File: config.mk
export PLATFORM = sky130hd
export DESIGN_NAME = multi_operand_adder
export DESIGN_NICKNAME = d
export VERILOG_FILES = /design/src/rtl/multi_adder_pkg.sv /design/src/rtl/edge_rise.sv /design/src/rtl/multi_operand_adder.sv
export SDC_FILE = /design/constraint.sdc
export NUM_CORES = 1
export LEC_CHECK = 0
export CORE_MARGIN = 2
export CORE_UTILIZATION = 54
export DETAILED_ROUTE_END_ITERATION = 8
export DONT_BUFFER_PORTS = 1
export PLACE_DENSITY_LB_ADDON = 0.25
export SLEW_MARGIN = 25
export SYNTH_ARGS = -nofsm -noshare
export SYNTH_HDL_FRONTEND = slang
export SYNTH_HIERARCHICAL = 1
export SYNTH_SLANG_ARGS = --single-unit
File: constraint.sdc
create_clock -name clk -period 3.5 [get_ports clk]
set_clock_uncertainty 0.2 [all_clocks]
set_input_delay 0.7 -clock clk [delete_from_list [all_inputs] [get_ports clk]]
set_output_delay 0.7 -clock clk [all_outputs]
set_load 0.03 [all_outputs]
File: src/rtl/multi_adder_pkg.sv
`default_nettype none
// ============================================================================
//  Module   : multi_adder_pkg
//  Brief    : FSM state encoding and helper function for multi_operand_adder.
//  Revision : 1.0
// ============================================================================
package multi_adder_pkg;

    typedef enum logic [1:0] {
        ST_IDLE = 2'd0,
        ST_ACC  = 2'd1,
        ST_DONE = 2'd2
    } state_t;

    // Bits needed to index n entries (0..n-1); callers guarantee n >= 2.
    function automatic int clog2(input int n);
        int r;
        r = 0;
        for (int v = n - 1; v > 0; v = v >> 1) begin
            r++;
        end
        return r;
    endfunction

endpackage
`default_nettype wire

File: src/rtl/edge_rise.sv
`default_nettype none
// ============================================================================
//  Module   : edge_rise
//  Brief    : N-bit registered rising-edge detector (rise = x & ~x_q).
//  Revision : 1.0
// ============================================================================
module edge_rise #(
    parameter int N = 1
) (
    input  logic         clk,
    input  logic         rst_n,
    input  logic [N-1:0] x,
    output logic [N-1:0] rise
);

    logic [N-1:0] r_x_q;

    always_ff @(posedge clk or negedge rst_n) begin
        if (!rst_n) begin
            r_x_q <= '0;
        end else begin
            r_x_q <= x;
        end
    end

    assign rise = x & ~r_x_q;

endmodule
`default_nettype wire

File: src/rtl/multi_operand_adder.sv
`default_nettype none
// ============================================================================
//  Module   : multi_operand_adder
//  Brief    : Sequential multi-operand adder, one operand per clock, sticky carry.
//  Revision : 1.0
// ============================================================================
module multi_operand_adder
    import multi_adder_pkg::*;
#(
    parameter int WIDTH   = 4,
    parameter int NUM_OPS = 5,
    parameter int SUM_W   = 6
) (
    input  logic               clk,
    input  logic               rst_n,
    input  logic [NUM_OPS-1:0] load,
    input  logic [WIDTH-1:0]   din,
    input  logic               start,
    input  logic               auto_i,
    input  logic               clr,
    output logic [SUM_W-1:0]   sum,
    output logic               cout,
    output logic               busy,
    output logic               done
);

    localparam int                 c_idx_w    = clog2(NUM_OPS);
    localparam logic [c_idx_w-1:0] c_idx_last = c_idx_w'(NUM_OPS - 1);
    localparam logic [c_idx_w-1:0] c_idx_one  = c_idx_w'(1);

    if (SUM_W < WIDTH) begin : g_bad_sum_w
        $error("multi_operand_adder: SUM_W must be >= WIDTH");
    end
    if (NUM_OPS < 2) begin : g_bad_num_ops
        $error("multi_operand_adder: NUM_OPS must be >= 2");
    end

    state_t               r_state;
    state_t               w_state_next;
    logic [WIDTH-1:0]     r_op [NUM_OPS];
    logic [SUM_W-1:0]     r_acc;
    logic                 r_flag;
    logic [c_idx_w-1:0]   r_idx;
    logic [SUM_W-1:0]     r_sum;
    logic                 r_cout;
    logic [NUM_OPS-1:0]   w_load_rise;
    logic                 w_start_rise;
    logic [SUM_W:0]       w_add;
    logic                 w_flag_next;
    logic                 w_last;

    edge_rise #(.N(NUM_OPS)) u_load_edge (
        .clk  (clk),
        .rst_n(rst_n),
        .x    (load),
        .rise (w_load_rise)
    );

    edge_rise #(.N(1)) u_start_edge (
        .clk  (clk),
        .rst_n(rst_n),
        .x    (start),
        .rise (w_start_rise)
    );

    // Extra MSB of w_add is the carry out of this single add.
    assign w_add       = {1'b0, r_acc} + {{(SUM_W + 1 - WIDTH){1'b0}}, r_op[r_idx]};
    assign w_flag_next = r_flag | w_add[SUM_W];
    assign w_last      = (r_idx == c_idx_last);

    always_ff @(posedge clk or negedge rst_n) begin
        if (!rst_n) begin
            r_state <= ST_IDLE;
        end else begin
            r_state <= w_state_next;
        end
    end

    always_comb begin
        w_state_next = r_state;
        case (r_state)
            ST_IDLE: if (w_start_rise) w_state_next = ST_ACC;
            ST_ACC:  if (w_last)       w_state_next = ST_DONE;
            ST_DONE: w_state_next = auto_i ? ST_ACC : ST_IDLE;
            default: w_state_next = ST_IDLE;
        endcase
    end

    always_ff @(posedge clk or negedge rst_n) begin
        if (!rst_n) begin
            for (int i = 0; i < NUM_OPS; i++) begin
                r_op[i] <= '0;
            end
            r_acc  <= '0;
            r_flag <= 1'b0;
            r_idx  <= '0;
            r_sum  <= '0;
            r_cout <= 1'b0;
        end else begin
            case (r_state)
                ST_IDLE: begin
                    // Clear takes priority over any simultaneous load rise.
                    if (clr) begin
                        for (int i = 0; i < NUM_OPS; i++) begin
                            r_op[i] <= '0;
                        end
                    end else begin
                        for (int i = 0; i < NUM_OPS; i++) begin
                            if (w_load_rise[i]) r_op[i] <= din;
                        end
                    end
                    if (w_start_rise) begin
                        r_acc  <= '0;
                        r_flag <= 1'b0;
                        r_idx  <= '0;
                    end
                end
                ST_ACC: begin
                    r_acc  <= w_add[SUM_W-1:0];
                    r_flag <= w_flag_next;
                    r_idx  <= r_idx + c_idx_one;
                    if (w_last) begin
                        r_sum  <= w_add[SUM_W-1:0];
                        r_cout <= w_flag_next;
                    end
                end
                ST_DONE: begin
                    r_acc  <= '0;
                    r_flag <= 1'b0;
                    r_idx  <= '0;
                end
                default: begin
                    r_idx <= '0;
                end
            endcase
        end
    end

    assign sum  = r_sum;
    assign cout = r_cout;
    assign busy = (r_state == ST_ACC);
    assign done = (r_state == ST_DONE);

endmodule
`default_nettype wire

Word-level counts from Yosys, hierarchy flattened
Cells that the tools add are included.
- bits in registers: 45
- add/subtract/negate cells: 2
- $lt $le $gt $ge: 1
- equality and inequality tests: 5
- muxes and demuxes: 19
- bitwise logic cells: 6
- reductions and logical operators: 15
- operators by type and width (operator ; count):
    4-bit two-way mux ; 7
    20-bit two-way mux ; 1
    6-bit one-hot mux with 3 select lines ; 1
    2-bit AND reduction ; 8
    4-bit binary-select mux with 3-bit select ; 1
    2-bit nonzero test ; 5
    6-bit by 4-bit adder with 7-bit output ; 1
    6-bit two-way mux ; 1
    2-bit one-hot mux with 3 select lines ; 1
    3-bit one-hot mux with 2 select lines ; 1
    5-bit bitwise AND ; 1
    5-bit NOT ; 1
    4-bit >= comparator, second input constant ; 1
    2-bit two-way mux ; 2
    2-bit by 1-bit != test with 1-bit output, second input constant ; 2
    3-bit NOT with 4-bit output ; 1
    3-bit by 1-bit adder with 3-bit output, second input constant ; 1
    3-bit == test, second input constant ; 1
    3-bit two-way mux ; 1
    1-bit one-hot mux with 3 select lines ; 1
    3-bit nonzero test ; 1
    2-bit by 1-bit == test with 1-bit output, second input constant ; 1
    2-bit == test, second input constant ; 1
    2-bit logical NOT ; 1
    4 further kinds ; 5

Longest topological paths before layout
Gate-level depths: netlist (run 1).
- depth in word-level cells: 7
- depth in mapped cells: 11
- mapped depth without buffers: 10

Modules after synthesis
The synthesis (run 1) kept the hierarchy.
- modules (own cells, without submodules) (module ; times used ; cells an instance ; area an instance (um^2) ; seq. area each (um^2)):
    multi_operand_adder ; 1 ; 163 ; 1950.6 ; 975.9
    edge_rise at u_load_edge ; 1 ; 10 ; 193.9 ; 125.1
    edge_rise at u_start_edge ; 1 ; 2 ; 38.8 ; 25.0

Worst setup path before layout (run 1)
Ideal clock, no wire load.
- kind: register to register
- start: reg r_idx[0]
- end: reg r_acc[4]
- library setup time: 129 ps
- arrival time: 2224 ps
- data required time: 3171 ps
- path slack: 947 ps
- cell stages (with the launch flop): 12
- buffers on the path: 1
- clock period less this slack: 2553 ps
- path through: dfrtp_1 -> buf_6 -> mux4_2 -> inv_1 -> o21ai_0 -> ha_1 -> inv_1 -> fa_1 -> nand2b_1 -> a21oi_1 -> or2_2 -> a31oi_1
- word-level cells in the longest chain between the ends: 6
- ends and longest elaborated chain (element ; RTL line ; source):
    start, declared ; multi_operand_adder.sv:43 ; logic [c_idx_w-1:0] r_idx;
    start signal, assigned ; multi_operand_adder.sv:121 ; r_idx <= r_idx + c_idx_one;
    3-bit NOT with 4-bit output (implied by the code) ; multi_operand_adder.sv:67 ; assign w_add = {1'b0, r_acc} + {{(SUM_W + 1 - WIDTH){1'b0}}, r_op[r_idx]};
    4-bit binary-select mux with 3-bit select ; multi_operand_adder.sv:67 ;
    4-bit two-way mux (implied by the code) (2 in a row) ; multi_operand_adder.sv:67 ;
    6-bit by 4-bit adder with 7-bit output ; multi_operand_adder.sv:67 ;
    6-bit one-hot mux with 3 select lines ; multi_operand_adder.sv:100 ; case (r_state)
    end signal, assigned ; multi_operand_adder.sv:119 ; r_acc <= w_add[SUM_W-1:0];
    end, declared ; multi_operand_adder.sv:41 ; logic [SUM_W-1:0] r_acc;
No other way between the ends. The select of a mux whose other input is x is not followed.
A chain may end at the register's enable or synchronous reset.

Final worst setup path (run 1)
- start: reg r_idx[0]
- end: reg r_sum[3], in the netlist sum[3]
- word-level cells in the longest chain between the ends: 5
- elaborated cells between the ends (all ways): 7
- ends and longest elaborated chain (element ; RTL line ; source):
    3-bit NOT with 4-bit output (implied by the code) ; multi_operand_adder.sv:67 ;
    4-bit binary-select mux with 3-bit select ; multi_operand_adder.sv:67 ;
    4-bit two-way mux (implied by the code) (2 in a row) ; multi_operand_adder.sv:67 ;
    6-bit by 4-bit adder with 7-bit output ; multi_operand_adder.sv:67 ;
    end signal, assigned ; multi_operand_adder.sv:123 ; r_sum <= w_add[SUM_W-1:0];
    end, declared ; multi_operand_adder.sv:44 ; logic [SUM_W-1:0] r_sum;
Several ways; a longest one is shown, not always the timed one. The select of a mux whose other input is x is not followed.

==> results by group, run 1 <==
Setup path
  – Worst flop-to-flop path endpoint: sum[3]$_DFFE_PN0P_
  – Crit Path Class: flop to flop
  – Critical Path Stages: 9
  – CP Buf/Inv Count: 2
  – Worst Path Required: 3.48 ns
  – Worst R2R Path Depth: 9
  – Most common cell on crit path: inv_1
  – Worst path cell trace: mux4_2 -> inv_1 -> o21a_1 -> inv_1 -> ha_1 -> a211o_1 -> o21ai_0 -> xnor2_1 -> mux2_2
  – Critical path capture point type: flop
  – CP max-delay cell: dfrtp_1
  – Max FO, Critical Path: 8
  – CP peak stage delay: 0.56 ns
  – FF-to-FF setup slack: 0.69 ns
  – R2R Path Start: r_idx[0]$_DFFE_PN0N_
  – Crit path arrival time: 2.79 ns
  – Crit path max-delay family: multiplexers
  – Worst setup SP type: flop

STA
  – Tcrit/Tclk final: 80.2%
  – Minimum clock period: 2.81 ns
  – Hold Vio Cnt, Final: 0
  – Peak Freq: 356 MHz
  – Worst hold slack: 0.0401 ns
  – Slew HR: 56.9%
  – Worst-Margin Slew: 0.645 ns
  – Final Max Slew Viols: 0
  – TNS Setup: 0 ns
  – Final setup fails: 0
  – RSZ-0062 raised after global routing: no

Logic synthesis
  – Synth area leader: dfrtp_1
  – Top cell type's share of synthesized area: 51.6%
  – Ys flop type: dfrtp_1
  – Sequential area share after synthesis: 51.6%
  – Unique masters post-synth: 43
  – Post-synth EDFFs: 0
  – Syn_nets: 196
  – Mean Syn Cell Area: 12.5 µm²
  – #FFs+latches synth: 45
  – Mapped cell area: 2180 µm²
  – Cell count after synthesis: 175
  – Synth Warn #: 6
  – Synth async-reset ratio: 100%
  – Largest cells by area after synthesis: dfrtp_1 52%, a32o_1 6.9%, mux4_2 4.1%

Routing
  – Routed Antenna Nets: 0
  – Pre-antenna DRT Iters: 4
  – Vias: 1398
  – Vias per inst: 6.19
  – WL per Instance: 18.3 µm
  – Drt drc: 0
  – First DRT Iteration DRCs: 75
  – Post-Route WL: 4.14 mm

Power
  – Sw frac: 38.1%
  – Peak supply drop: 375 µV
  – Clock Power Share: 20.1%
  – Cell internal pwr: 1220 µW
  – PwrDens: 846 nW/µm²
  – Comb pwr share: 33.3%
  – Sequential Power Share: 46.5%
  – Pleak: 0.00106 µW
  – Psw: 751 µW
  – Final Power: 1970 µW

Global route
  – GRT Total Usage: 20.8%
  – First-pass GRT wire length: 6.95 mm
  – Congestion Overflow GR: 0
  – Largest net degree at the start of global routing: 46
  – Vias in the first global route: 1441
  – Initial antenna violation count: 0

Layout
  – Fin nets: 196
  – Post-route non-filler standard cell count: 226
  – Post-route core utilization: 59.1%
  – Diodes inserted: 0
  – Area grow syn2layout: 6.65%
  – Share of layout cells above drive strength 1: 15.9%

Placed design
  – Placer Congestion: 0.803
  – HPWL after DPL: 2.93 mm
  – Post-Place Cells: 217
  – Port bufs: 0

Floorplan
  – CORE AREA: 3940 µm²
  – Std cell rows: 23
  – Die Ht: 67.6 µm
  – Initial Utilization: 55.4%
  – Die Wd: 67.6 µm
  – Die area: 4570 µm²
  – I/O pins: 23

Clock tree
  – CTS resizes: 0
  – CTS tree: done
  – Clock Path Buffers: 2
  – CTS H-tree depth: 2
  – Clock root cell: clkbuf_8
  – Num CTS Buffers: 5
  – CTS Sinks: 45
  – Clk pin slew, worst setup/hold paths: 0.09 ns
  – Later-pin clock latency in the skew report: 0.29 ns

Run
  – Max-cap violations: 0

Outcome
  – Outcome: complete, no violations

Worst hold path
  – Hold Path Class: input port to async pin
[layout by cell type (no fill, tap or decap), types with 2 or more instances in the layout]
master,netlist,routed
nor2b_1,4,4
nand3_1,6,6
o21ai_0,12,12
a32o_1,15,15
mux4_2,4,4
mux2_2,2,2
dfrtp_1,45,45
inv_1,11,11
xnor2_1,3,3
nor2b_4,6,6
a21oi_1,5,5
clkbuf_8,0,6
a22o_1,8,8
nor2_1,7,7
xor2_1,2,2
a31oi_1,2,2
nand2_1,6,6
ha_1,6,6
mux2_4,2,2
[sequential cells by signal, indices dropped and copies added, names as in the netlist]
name                flops
u_start_edge/r_x_q      1
r_idx                   3
r_op                   20
r_flag                  1
r_acc                   6
u_load_edge/r_x_q       5
cout                    1
sum                     6
r_state                 2
[synthesized netlist by cell type (3+ instances only)]
cell type  instances
mux4_2             4
a22o_1             8
buf_6              3
a32o_1            15
nand3_1            6
o21ai_0           12
nor2b_4            6
nor2b_1            4
a21oi_1            5
nand2_1            6
xnor2_1            3
ha_1               6
nor2_1             7
dfrtp_1           45
inv_1             11
[metal layers]
layer	vias to the layer above	global-route usage, %	share of wire [%]	routed length [µm]
met5	-	0	0	0
met4	0	6.12	0.89	37
met3	4	6.17	4.6	191
met2	32	34.9	52	2160
met1	720	25.9	42	1750
li1	642	-	-	-
[worst max-delay path by stage]
stage / to / slack (ns) / start
floorplan: r_acc[4]$_DFFE_PN0P_ / 0.95 / r_idx[0]$_DFFE_PN0N_
global placement: sum[5]$_DFFE_PN0P_ / 0.74 / r_idx[0]$_DFFE_PN0N_
detailed placement: cout$_DFFE_PN0P_ / 0.67 / r_idx[0]$_DFFE_PN0N_
CTS: cout$_DFFE_PN0P_ / 0.67 / r_idx[0]$_DFFE_PN0N_
global route: cout$_DFFE_PN0P_ / 0.44 / r_idx[0]$_DFFE_PN0N_
finish: sum[3]$_DFFE_PN0P_ / 0.69 / r_idx[0]$_DFFE_PN0N_
[power groups by stage]
stage	Sequential [µW]	Clock, µW	Combinational (µW)
4_1_cts	916	407	662
5_1_grt	946	432	741
6_report	917	396	656
3_3_place_gp	919	0	605
2_1_floorplan	833	0	625
3_5_place_dp	927	0	645
[cell families after synthesis]
kind of cell | Yosys count | synth area share, %
multiplexers | 9 | 6.99
XOR/XNOR | 5 | 2.01
AND/OR/NAND/NOR | 38 | 12.2
adder cells (fa/ha/maj) | 7 | 4.36
buffers and inverters | 20 | 5.10
AO/OA/AOI/OAI | 51 | 17.8
flip-flops | 45 | 51.6
[metrics by stage]
step / cell area, µm² / setup WS (ns)
6_report: 2330 / 0.692
5_1_grt: 2330 / 0.442
4_1_cts: 2330 / 0.673
3_5_place_dp: 2180 / 0.671
3_3_place_gp: 2180 / 0.739
2_1_floorplan: 2180 / 0.947
[worst register-to-register path: stages, from the launching register on]
cell	delay [ns]
dfrtp_1	0.56
mux4_2	0.56
inv_1	0.07
o21a_1	0.16
inv_1	0.06
ha_1	0.26
a211o_1	0.31
o21ai_0	0.12
xnor2_1	0.14
mux2_2	0.28
[cell type report]
type | count | area, µm²
sequential | 45 | 1130
tap | 50 | 62.6
inverter | 12 | 50.0
multi-input combinational | 110 | 946
clock inverter | 1 | 30.0
clock buffer | 7 | 86.3
fill | 316 | 1610
timing repair buffer | 1 | 27.5
[repair_timing]
item	4_1_cts	5_1_grt
setup endpoints to repair	0	0
buffers inserted	0	0
endpoints found under the hold margin	45	0
hold buffers	1	0
(Power assumes the default switching activity.)
==> run 2: changes to the inputs <==
==> constraint.sdc (replaced) <==
create_clock -name clk -period 2.4 [get_ports clk]
set_clock_uncertainty 0.2 [all_clocks]
set_input_delay 0.48 -clock clk [delete_from_list [all_inputs] [get_ports clk]]
set_output_delay 0.48 -clock clk [all_outputs]
set_load 0.03 [all_outputs]
==> run 2 against run 1 <==
The run now ends with negative setup slack left. Via count rose by 4.9%. Clock power grew 51%. Total power increased by 60%. Utilization up 6.3 points. Critical endpoint unchanged.
==> results by group, run 2 (synthesized netlist as in run 1, its figures left out) <==
Layout
  – Top reg by flops: r_op (unchanged)
  – Share of layout cells above drive strength 1: 30.3% (was 15.9%)
  – Commonest cells after routing, fill and taps aside: 43 x dfrtp_1, 15 x a32o_1, 10 x buf_4 (was 45 x dfrtp_1, 15 x a32o_1, 12 x o21ai_0)
  – FILL cells: 280 (was 316)
  – Area grow syn2layout: 17.9% (was 6.65%)
  – Fin nets: 215 (was 196)
  – Final Cell Area: 2570 µm² (was 2330 µm²)
  – Commonest non-fill, non-tap cell in the layout: dfrtp_1 (unchanged)
  – Diodes inserted: 0 (unchanged)
  – Register Area: 1130 µm² (about the same)
  – Max FFs per register: 20 (unchanged)
  – Area of the multi-input gates: 1020 µm² (was 946 µm²)

Routing
  – Pre-antenna DRT Iters: 4 (unchanged)
  – WL per Instance: 17.2 µm (was 18.3 µm)
  – Vias per inst: 5.98 (was 6.19)
  – Routed Antenna Nets: 0 (unchanged)
  – Post-Route WL: 4.22 mm (was 4.14 mm)
  – First DRT Iteration DRCs: 86 (was 75)
  – Vias: 1466 (was 1398)
  – Drt drc: 0 (unchanged)

Setup path
  – Crit Path Class: flop to flop (unchanged)
  – Crit path arrival time: 2.49 ns (was 2.79 ns)
  – Max FO, Critical Path: 5 (was 8)
  – Worst Path Required: 2.39 ns (was 3.48 ns)
  – Worst flop-to-flop path endpoint: sum[3]$_DFFE_PN0P_ (unchanged)
  – Critical path capture point type: flop (unchanged)
  – Setup crit start: r_idx[0]$_DFFE_PN0N_ (unchanged)
  – Worst R2R Path Depth: 9 (unchanged)
  – FF-to-FF setup slack: -0.10 ns (was 0.69 ns)
  – Worst setup SP type: flop (unchanged)
  – R2R Path Start: r_idx[0]$_DFFE_PN0N_ (unchanged)

Floorplan
  – Die Ht: 67.6 µm (unchanged)
  – Die Wd: 67.6 µm (unchanged)
  – Initial Utilization: 55.4% (unchanged)
  – Die area: 4570 µm² (unchanged)
  – Std cell rows: 23 (unchanged)
  – CORE AREA: 3940 µm² (unchanged)
  – I/O pins: 23 (unchanged)

Clock tree
  – CTS tree: done (unchanged)
  – CTS Sinks: 45 (unchanged)
  – Later-pin clock latency in the skew report: 0.30 ns (was 0.29 ns)
  – Clk pin slew, worst setup/hold paths: 0.08 ns (was 0.09 ns)
  – Clock root cell: clkbuf_8 (unchanged)
  – Clock Path Buffers: 2 (unchanged)
  – CTS H-tree depth: 2 (unchanged)
  – Num CTS Buffers: 5 (unchanged)

Global route
  – First-pass GRT wire length: 6.98 mm (was 6.95 mm)
  – Initial antenna violation count: 0 (unchanged)
  – Vias in the first global route: 1469 (was 1441)
  – Largest net degree at the start of global routing: 46 (unchanged)
  – Congestion Overflow GR: 0 (unchanged)
  – GRT Total Usage: 21.2% (was 20.8%)

Worst hold path
  – Worst Hold Endpoint: r_state[0]$_DFFE_PN0P_
  – Hold Crit Start: auto_i
  – Hold depth: 1
  – Hold Path Class: input port to flop (was input port to async pin)

STA
  – Peak Freq: 400 MHz (was 356 MHz)
  – Tcrit/Tclk final: 104% (was 80.2%)
  – Worst-Margin Slew: 0.641 ns (was 0.645 ns)
  – Setup WS post-layout: -0.102 ns (was 0.692 ns)
  – Slew HR: 57.2% (was 56.9%)
  – Hold Vio Cnt, Final: 0 (unchanged)
  – RSZ-0062 raised after global routing: yes (was no)
  – Final Max Slew Viols: 0 (unchanged)
  – Minimum clock period: 2.50 ns (was 2.81 ns)
  – Final setup fails: 8 (was 0)

Power
  – PwrDens: 1230 nW/µm² (was 846 nW/µm²)
  – Peak supply drop: 486 µV (was 375 µV)
  – Final Power: 3160 µW (was 1970 µW)
  – Pleak: 0.00116 µW (was 0.00106 µW)

Placed design
  – Placer Congestion: 0.809 (was 0.803)
  – Port bufs: 0 (unchanged)
  – Placed Area: 2250 µm² (was 2180 µm²)
  – HPWL after DPL: 2.92 mm (was 2.93 mm)

Outcome
  – Failing checks: negative setup slack
  – Outcome: finished with violations (was complete, no violations)

Run
  – Max-cap violations: 0 (unchanged)
==> run 2: changes by cell type in the layout (fill, tap and decap cells not counted), moves of 3 or more <==
cell / previous run / this run
buf_4: 0 / 10
o21ai_0: 12 / 6
nor2_1: 7 / 4
dlygate4sd3_1: 0 / 7
inv_2: 0 / 4
inv_1: 11 / 7
o21ai_1: 1 / 5
==> run 2: metal layers <==
layer	part of all wire (%)	up-vias	wire length [µm]	track usage, %
met5	0	-	0	0
met3	5.7	6	240	6.33
met1	41	729	1740	24.5
li1	-	681	-	-
met2	51	50	2170	37.0
met4	1.7	0	72	7.91
==> run 2: timing repair <==
action | CTS | global route
hold buffers | 8 | 0
buffers inserted | 5 | 1
pin swaps | 7 | 4
resized for setup | 12 | 13
hold endpoints to repair | 51 | 0
endpoints found under the setup margin | 10 | 10
==> run 2: critical path, cell delays in order (launching register included) <==
cell and delay (ns):
dfrtp_2 0.42, mux4_2 0.51, inv_2 0.06, o21a_1 0.12
inv_1 0.05, ha_1 0.26, a211o_1 0.28, o21ai_1 0.10
xnor2_1 0.11, mux2_4 0.27
==> run 2: power by group <==
group / switching [µW] / leakage [µW] / internal, µW
sequential: 338 / 0.000588 / 992
combinational: 605 / 0.000514 / 624
clock: 258 / 0.0000585 / 340
==> run 2: area by class of cell <==
class	instances	share of cell area, %
well taps	50	2.43
clock inverters	1	1.17
flip-flops and latches	45	43.8
inverters	12	1.94
multi-input cells	110	39.7
clock buffers	7	3.35
repair buffers	20	7.58
==> run 2: worst max-delay path by stage <==
stage	slack, ns	endpoint	depth (start not counted)
detailed placement	-0.22	sum[3]$_DFFE_PN0P_	9
floorplan	-0.08	sum[3]$_DFFE_PN0P_	10
CTS	-0.09	sum[3]$_DFFE_PN0P_	9
global route	-0.23	sum[3]$_DFFE_PN0P_	9
finish	-0.10	sum[3]$_DFFE_PN0P_	9
global placement	-0.18	sum[3]$_DFFE_PN0P_	9
==> run 2: stage by stage <==
step	setup TNS, ns	worst slack, ns	std cells	hold slack [ns]	utilization [%]
after floorplan	-0.389	-0.0809	175	-0.0156	-
after global placement	-0.969	-0.182	224	-0.0145	57.0
after detailed placement	-1.55	-0.220	224	-0.0144	57.0
after CTS	-0.505	-0.0927	245	0.0881	64.4
after global routing	-1.54	-0.233	245	0.0901	65.3
final	-0.393	-0.102	245	0.0986	65.3
==> run 3: changes to the inputs <==
--- a/config.mk
+++ b/config.mk
@@ -6,9 +6,8 @@
 export NUM_CORES = 1
 export LEC_CHECK = 0
 export CORE_MARGIN = 2
-export CORE_UTILIZATION = 54
+export CORE_UTILIZATION = 50
 export DETAILED_ROUTE_END_ITERATION = 8
-export DONT_BUFFER_PORTS = 1
 export PLACE_DENSITY_LB_ADDON = 0.25
 export SLEW_MARGIN = 25
 export SYNTH_ARGS = -nofsm -noshare
==> run 3 against run 2 <==
The run still ends with negative setup slack left. Worst setup slack lost 0.029 ns. Sequential share of layout area shrank 2.8 points. Global-route usage shrank 0.17 points. Worst hold slack improved by 0.19 ns. Via count rose by 6.4%. Critical path depth rose by 2. Critical path type unchanged. Critical endpoint is now sum[4]$_DFFE_PN0P_.
==> results by group, run 3 (synthesized netlist as in run 1, its figures left out) <==
STA
  – RSZ-0062 raised after global routing: yes (unchanged)
  – Minimum clock period: 2.53 ns (was 2.50 ns)
  – Worst-Margin Slew: 0.573 ns (was 0.641 ns)
  – Peak Freq: 395 MHz (was 400 MHz)
  – Worst hold slack: 0.287 ns (was 0.0986 ns)
  – Slew HR: 61.7% (was 57.2%)
  – Hold Vio Cnt, Final: 0 (unchanged)
  – Final Max Slew Viols: 0 (unchanged)
  – Tcrit/Tclk final: 105% (was 104%)
  – Final setup fails: 9 (was 8)
  – Setup WS post-layout: -0.130 ns (was -0.102 ns)

Worst hold path
  – Hold Crit Start: cout$_DFFE_PN0P_ (was auto_i)
  – Hold depth: 2 (was 1)
  – Worst Hold Endpoint: cout$_DFFE_PN0P_ (was r_state[0]$_DFFE_PN0P_)
  – Hold Path Class: flop to flop (was input port to flop)

Clock tree
  – Num CTS Buffers: 5 (unchanged)
  – CTS Sinks: 45 (unchanged)
  – CTS tree: done (unchanged)
  – Later-pin clock latency in the skew report: 0.29 ns (was 0.30 ns)
  – CTS H-tree depth: 2 (unchanged)
  – Clock root cell: clkbuf_8 (unchanged)
  – Clk pin slew, worst setup/hold paths: 0.07 ns (was 0.08 ns)
  – Clock Path Buffers: 2 (unchanged)

Layout
  – FILL cells: 324 (was 280)
  – Diodes inserted: 0 (unchanged)
  – Fin nets: 237 (was 215)
  – Commonest cells after routing, fill and taps aside: 44 x dfrtp_1, 20 x clkdlybuf4s50_1, 15 x a32o_1 (was 43 x dfrtp_1, 15 x a32o_1, 10 x buf_4)
  – Final Cell Area: 2750 µm² (was 2570 µm²)
  – Share of layout cells above drive strength 1: 28.1% (was 30.3%)
  – Area grow syn2layout: 25.7% (was 17.9%)
  – Commonest non-fill, non-tap cell in the layout: dfrtp_1 (unchanged)
  – Post-route core utilization: 63.9% (was 65.3%)
  – Top reg by flops: r_op (unchanged)
  – Max FFs per register: 20 (unchanged)

Global route
  – GRT Total Usage: 21.1% (was 21.2%)
  – Vias in the first global route: 1647 (was 1469)
  – Congestion Overflow GR: 0 (unchanged)
  – First-pass GRT wire length: 8.02 mm (was 6.98 mm)
  – Initial antenna violation count: 0 (unchanged)
  – Largest net degree at the start of global routing: 25 (was 46)

Power
  – Pleak: 0.00124 µW (was 0.00116 µW)
  – Comb pwr share: 49.0% (was 38.9%)
  – PwrDens: 1170 nW/µm² (was 1230 nW/µm²)
  – Sequential Power Share: 37.6% (was 42.1%)
  – Sw frac: 38.3% (was 38.0%)
  – Cell internal pwr: 1990 µW (was 1950 µW)
  – Psw: 1230 µW (was 1200 µW)
  – Clock Power Share: 13.4% (was 18.9%)
  – Peak supply drop: 489 µV (was 486 µV)

Setup path
  – FF-to-FF setup slack: -0.13 ns (was -0.10 ns)
  – Worst Path Required: 2.37 ns (was 2.39 ns)
  – Max FO, Critical Path: 5 (unchanged)
  – R2R Path Start: r_idx[0]$_DFFE_PN0N_ (unchanged)
  – Worst path cell trace: buf_6 -> mux4_2 -> inv_1 -> o21ai_1 -> ha_1 -> buf_6 -> nand2b_4 -> a21oi_4 -> buf_12 -> xnor2_1 -> o21ai_1 (was mux4_2 -> inv_2 -> o21a_1 -> inv_1 -> ha_1 -> a211o_1 -> o21ai_1 -> xnor2_1 -> mux2_4)
  – Worst R2R Path Depth: 11 (was 9)
  – Worst setup SP type: flop (unchanged)
  – CP max-delay cell: mux4_2 (unchanged)
  – Crit Path Class: flop to flop (unchanged)
  – CP peak stage delay: 0.49 ns (was 0.51 ns)
  – Worst flop-to-flop path endpoint: sum[4]$_DFFE_PN0P_ (was sum[3]$_DFFE_PN0P_)
  – Critical path capture point type: flop (unchanged)
  – Crit path arrival time: 2.50 ns (was 2.49 ns)

Outcome
  – Failing checks: negative setup slack (unchanged)
  – Outcome: finished with violations (unchanged)

Floorplan
  – Initial Utilization: 50.8% (was 55.4%)
  – Std cell rows: 24 (was 23)
  – Die Ht: 70.1 µm (was 67.6 µm)
  – CORE AREA: 4290 µm² (was 3940 µm²)
  – I/O pins: 23 (unchanged)
  – Die area: 4910 µm² (was 4570 µm²)
  – Die Wd: 70.1 µm (was 67.6 µm)

Placed design
  – Port bufs: 22 (was 0)
  – Placer Congestion: 0.871 (was 0.809)
  – HPWL after DPL: 3.41 mm (was 2.92 mm)
  – Placed Area: 2510 µm² (was 2250 µm²)

Routing
  – WL per Instance: 17.6 µm (was 17.2 µm)
  – Vias: 1560 (was 1466)
  – Post-Route WL: 4.73 mm (was 4.22 mm)
  – Vias per inst: 5.80 (was 5.98)
  – First DRT Iteration DRCs: 73 (was 86)
  – Pre-antenna DRT Iters: 4 (unchanged)
  – Drt drc: 0 (unchanged)
  – Routed Antenna Nets: 0 (unchanged)

Run
  – Max-cap violations: 0 (unchanged)
==> run 3: critical path, delay by kind of cell (launching register included) <==
kind / cells / cell delay [ns]
DFF: 1 / 0.45
buffers and inverters: 4 / 0.44
AOI/OAI and AO/OA: 3 / 0.32
xor gates and xnor gates: 1 / 0.10
and+or+nand+nor: 1 / 0.06
adders and majority gates: 1 / 0.35
muxes: 1 / 0.49
==> run 3: what timing repair did <==
item                                    in CTS  in global routing
resized for setup                           12                 13
pin swaps                                    9                  5
hold buffers                                 1                  0
setup buffers                                3                  3
endpoints found under the hold margin       22                  0
endpoints found under the setup margin      11                 10
gates cloned                                 0                  0
==> run 3: area by class of cell <==
class	count	area, µm²	share of cell area (%)
inverters	12	50.0	1.82
repair buffers	42	398	14.5
flip-flops and latches	45	1130	41.1
clock buffers	8	80.1	2.92
well taps	52	65.1	2.37
multi-input cells	110	1020	37.3
==> run 3: worst max path at each step <==
stage          slack, ns  cells after the start            startpoint                   end
3_5_place_dp       -0.20                     11  r_idx[0]$_DFFE_PN0N_    sum[4]$_DFFE_PN0P_
3_3_place_gp       -0.13                     11  r_idx[0]$_DFFE_PN0N_  r_acc[4]$_DFFE_PN0P_
2_1_floorplan      -0.08                     10  r_idx[0]$_DFFE_PN0N_    sum[3]$_DFFE_PN0P_
5_1_grt            -0.24                     11  r_idx[0]$_DFFE_PN0N_      cout$_DFFE_PN0P_
6_report           -0.13                     11  r_idx[0]$_DFFE_PN0N_    sum[4]$_DFFE_PN0P_
4_1_cts            -0.15                      9  r_idx[0]$_DFFE_PN0N_    sum[3]$_DFFE_PN0P_
==> run 3: metal layers <==
layer / track usage [%] / up-vias / part of all wire (%)
li1: - / 727 / -
met2: 35.8 / 46 / 51
met5: 0 / - / 0
met4: 7.48 / 0 / 1.7
met1: 26.2 / 778 / 43
met3: 5.34 / 9 / 4.8
==> run 3: stage by stage <==
step                      worst slack (ns)  power, µW  setup TNS [ns]  cells
after CTS                           -0.145       3110          -0.800    266
after detailed placement            -0.200       2580           -1.46    254
after global placement              -0.133       2510          -0.849    254
after floorplan                    -0.0809       2140          -0.389    175
final                               -0.130       3220          -0.740    269
after global routing                -0.243       3440           -1.72    269
==> run 3: power groups by stage <==
stage	Clock, µW	Combinational (µW)	Sequential, µW
2_1_floorplan	0	925	1210
3_3_place_gp	0	1320	1190
3_5_place_dp	0	1380	1200
4_1_cts	453	1460	1200
5_1_grt	477	1720	1240
6_report	433	1580	1210
==> RTL change 1 (settings of run 2) <==
Register the outputs `busy` and `done`, without a reset; this adds one clock of latency there. The other outputs are not delayed to match.
--- a/src/rtl/multi_operand_adder.sv
+++ b/src/rtl/multi_operand_adder.sv
@@ -139,6 +139,8 @@
     assign sum  = r_sum;
     assign cout = r_cout;
-    assign busy = (r_state == ST_ACC);
-    assign done = (r_state == ST_DONE);
+    always_ff @(posedge clk) begin
+        busy <= (r_state == ST_ACC);
+        done <= (r_state == ST_DONE);
+    end
 
 endmodule
Formal check against the unedited RTL: not equivalent (Yosys sat finds a counterexample within 4 cycles, from zero or initial values and one cycle with rst_n low).
==> RTL change 1 against run 2 <==
- the flow still finishes with violations (setup timing)
- area after synthesis rose by 1.8%
- sequential power rose by 6%
- final area rose by 1.1%
- critical path depth did not move
- wire length rose by 6.6%
- global-route usage rose by 1.0 points
- sequential cell count rose by 2
- core utilization rose by 0.22 points
- die area rose by 1.7%
- total power fell by 0.75%
- setup slack got worse by 0.040 ns
- non-clock buffer count rose by 1
- clock power fell by 24%
- highest routed layer unchanged
==> RTL change 1: results <==
metrics = {
    "route": {
        "wl_per_cell_um": 18.1,
        "drtIter0Drc": 66,
        "wl_met1_um": 1830,
        "wl_met3_um": 184,
        "via_per_inst": 6.04,
        "vias": 1499,
    },
    "setup_path": {
        "r2r_slack_ns": -0.14,
        "arrival_ns": 2.52,
        "ff2ff_path_depth": 9,
        "slowest_delay_ns": 0.54,
    },
    "sta": {
        "setup_ws_ns": -0.142,
        "slew_headroom_pct": 68.5,
        "slew_violations": 0,
        "holdWs_ns": 0.100,
        "setup_viol": 9,
    },
    "synthesis": {
        "synthArstFlopShare_pct": 95.7,
        "synth.distinct_cells": 44,
        "synth-seq-area-share_pct": 52.4,
        "synth_fp_nets": 198,
        "synth_area_leaders": "dfrtp_1 (51%), a32o_1 (6.8%), mux4_2 (4.1%), nor2b_4 (3.7%), ha_1 (3.4%)",
        "syn_area_per_cell_um2": 12.6,
    },
    "clock_tree": {
        "root_buffer": "clkbuf_8",
        "clkLatencyLatePin_ns": 0.29,
    },
    "grt": {
        "grt_first_pass_wirelength_um": 7460,
        "grtUsageTotal_pct": 22.3,
    },
    "placement": {
        "pre_cts_slack_ns": -0.225,
        "dp_hpwl_um": 2960,
        "gp_congestion": 0.838,
    },
    "power_and_ir_drop": {
        "swShare_pct": 39.2,
        "leakage_uw": 0.00118,
        "vdd_ir_drop_max_mv": 0.666,
    },
    "layout": {
        "drive_gt1_share_pct": 28.8,
        "final_nets": 218,
    },
    "status": {
        "outcome": "finished with violations",
        "violations": "setup timing",
    },
}
-- RTL change 1: cell types whose count changed after synthesis --
| cell | before | now |
|---|---|---|
| dfxtp_1 | 0 | 2 |
-- RTL change 1: worst max-delay path by stage --
stage                     slack (ns)      to      from  depth (start not counted)
after floorplan                -0.08  sum[3]  r_idx[0]                         10
after global placement         -0.18  sum[3]  r_idx[0]                          9
after detailed placement       -0.23  sum[3]  r_idx[0]                          9
after CTS                      -0.15  sum[3]  r_idx[0]                          9
after global routing           -0.27  sum[5]  r_idx[0]                          9
final                          -0.14  sum[3]  r_idx[0]                          9
-- RTL change 1: per-stage QoR --
step / cell area, um2 / setup TNS (ns) / util [%]
floorplan: 2230 / -0.389 / -
global placement: 2300 / -0.940 / 58.0
detailed placement: 2300 / -1.68 / 58.0
CTS: 2540 / -0.658 / 63.9
global route: 2600 / -1.67 / 65.5
finish: 2600 / -0.591 / 65.5
-- RTL change 1: what timing repair did --
item	CTS	global route
endpoints found under the hold margin	47	4
setup endpoints to repair	10	10
buffers inserted	4	0
hold buffers	4	4
pin swaps	10	1
resized for setup	19	3
-- RTL change 1: cells by family (layout without fill, tap and decap cells) --
| family | after synthesis | after routing | share of synthesized area, % |
|---|---|---|---|
| AO/OA/AOI/OAI | 51 | 51 | 17.4 |
| XOR/XNOR | 5 | 5 | 1.97 |
| adder cells (fa/ha/maj) | 7 | 7 | 4.28 |
| buffers and inverters | 20 | 41 | 5.01 |
| flip-flops | 47 | 47 | 52.4 |
| multiplexers | 9 | 9 | 6.87 |
| AND/OR/NAND/NOR | 38 | 38 | 12.0 |
-- RTL change 1: metal layers --
| metal | up-vias | global-route usage (%) |
|---|---|---|
| li1 | 694 | - |
| met3 | 10 | 5.92 |
| met2 | 41 | 38.2 |
| met5 | - | 0 |
| met4 | 0 | 7.50 |
| met1 | 754 | 27.1 |
-- RTL change 1: layout make-up --
cell class	instances	area [um2]
fill	305	1370
sequential	47	1170
clock inverter	1	5.00
timing repair buffer	21	203
multi-input combinational	110	1040
tap	50	62.6
clock buffer	7	76.3
inverter	12	50.0
-- RTL change 1: power groups by stage --
stage / clock network, uW / logic (uW) / registers [uW]
floorplan: 0 / 898 / 1280
CTS: 464 / 1220 / 1400
detailed placement: 0 / 1020 / 1410
global placement: 0 / 979 / 1390
global route: 496 / 1390 / 1450
finish: 452 / 1270 / 1410
==> RTL change 2 (settings of run 2) <==
Made on the original files. The parameter `WIDTH` goes from 4 to 5.
--- a/src/rtl/multi_operand_adder.sv
+++ b/src/rtl/multi_operand_adder.sv
@@ -8,5 +8,5 @@
     import multi_adder_pkg::*;
 #(
-    parameter int WIDTH   = 4,
+    parameter int WIDTH   = 5,
     parameter int NUM_OPS = 5,
     parameter int SUM_W   = 6
Interface: changed (resized din); port bits go from 23 to 24. No check against the original RTL was run, so the function may have changed too.
==> RTL change 2 against run 2 <==
- the run still ends with setup timing left
- non-clock buffer count grew 2
- final area up 13%
- total power is 27% higher
- synthesized cell count is 20% higher
- area after synthesis rose by 14%
- sequential cell count is 5 higher
- sequential share of layout area is 0.66 points lower
- combinational power up 52%
- count of clock-buffer cells in the layout down 1
- critical path depth shrank 1
- wire length increased by 16%
- clock power is 1% lower
- setup slack worse by 0.082 ns
==> RTL change 2: results <==
metrics = {
    "route": {
        "drtIter0Drc": 93,
        "routed_wl_um": 4910,
    },
    "status": {
        "violations": "setup timing",
        "outcome": "finished with violations",
    },
    "sta": {
        "slew_headroom_pct": 59.3,
        "setup_ws_ns": -0.184,
        "holdWs_ns": 0.190,
        "setup_viol": 9,
    },
    "synthesis": {
        "synth_common_cells": "dfrtp_1 (50), mux2_2 (24), o21ai_0 (16)",
        "synth_fp_nets": 233,
    },
    "power_and_ir_drop": {
        "p_clk_uw": 592,
        "p_int_uw": 2490,
        "combinationalPowerShare_pct": 46.6,
        "leakage_uw": 0.00132,
        "vdd_ir_drop_max_mv": 0.557,
    },
    "layout": {
        "final-clk-cell-share_pct": 3.88,
        "seq_cell_count": 50,
        "multi_input_area_um2": 1220,
        "largest_reg_flops": 25,
        "inverters_excl_clock": 14,
        "signal_buffer_area_fraction_pct": 6.99,
        "buffers": 22,
        "fillers": 334,
        "clkbuf_count": 6,
        "drive_gt1_share_pct": 34.6,
        "seq_share_pct": 43.2,
        "final_nets": 254,
    },
    "grt": {
        "grtUsageTotal_pct": 20.8,
        "grt_first_pass_wirelength_um": 8210,
        "grt_max_degree": 51,
        "first_global_vias": 1693,
    },
    "placement": {
        "dpl_cell_area_um2": 2650,
        "gp_congestion": 0.889,
        "dp_hpwl_um": 3550,
    },
    "setup_path": {
        "path_delay_family": "compound AO/OA/AOI/OAI gates",
        "ff2ff_path_depth": 8,
        "r2r_end": "sum[5]",
    },
    "clock_tree": {
        "cts_resized": 9,
        "post_cts_buffers": 1,
    },
    "floorplanning": {
        "fp.dieArea_um2": 5190,
    },
}
## RTL change 2: changes by cell type in the layout (fill, tap and decap cells not counted), sizes merged, moves of 3 or more
cell,before,now
mux2,4,26
nor3,1,5
a32o,15,0
o31ai,0,4
a22o,8,2
nand2,6,11
o21ai,13,16
dfrtp,45,50
o21a,1,7
## RTL change 2: logic make-up (layout without fill, tap and decap cells)
group	Yosys count	count (layout)	share of synthesized area, %
buffers and inverters	22	43	3.85
multiplexers	32	32	16.6
adder cells (fa/ha/maj)	8	8	4.30
AND/OR/NAND/NOR	54	54	13.5
XOR/XNOR	3	3	1.05
AO/OA/AOI/OAI	41	41	10.7
flip-flops	50	50	50.1
## RTL change 2: how the worst max path moves through the flow
stage,from,endpoint,slack [ns],cells after the start
after global placement,r_idx[0],sum[5],-0.23,8
after CTS,r_idx[0],sum[5],-0.18,8
final,r_idx[0],sum[5],-0.18,8
after detailed placement,r_idx[0],r_acc[4],-0.28,11
after floorplan,r_idx[0],sum[5],-0.13,9
after global routing,r_idx[0],sum[5],-0.31,8
## RTL change 2: through the flow
step | power (uW) | worst slack [ns] | setup TNS, ns | std cells | util, %
floorplan | 2780 | -0.131 | -0.226 | 210 | -
global placement | 3200 | -0.230 | -1.74 | 267 | 59.9
detailed placement | 3290 | -0.277 | -2.31 | 267 | 59.9
CTS | 3960 | -0.178 | -1.32 | 283 | 65.2
global route | 4310 | -0.313 | -2.46 | 283 | 65.7
finish | 4020 | -0.184 | -1.12 | 283 | 65.7
## RTL change 2: routing by layer
metal / wire length, um / global-route usage (%) / part of all wire (%) / vias up
met4: 92 / 6.29 / 1.9 / 0
met3: 131 / 3.89 / 2.7 / 8
met1: 2090 / 26.3 / 42 / 817
met2: 2600 / 36.4 / 53 / 28
met5: 0 / 0 / 0 / -
li1: - / - / - / 772
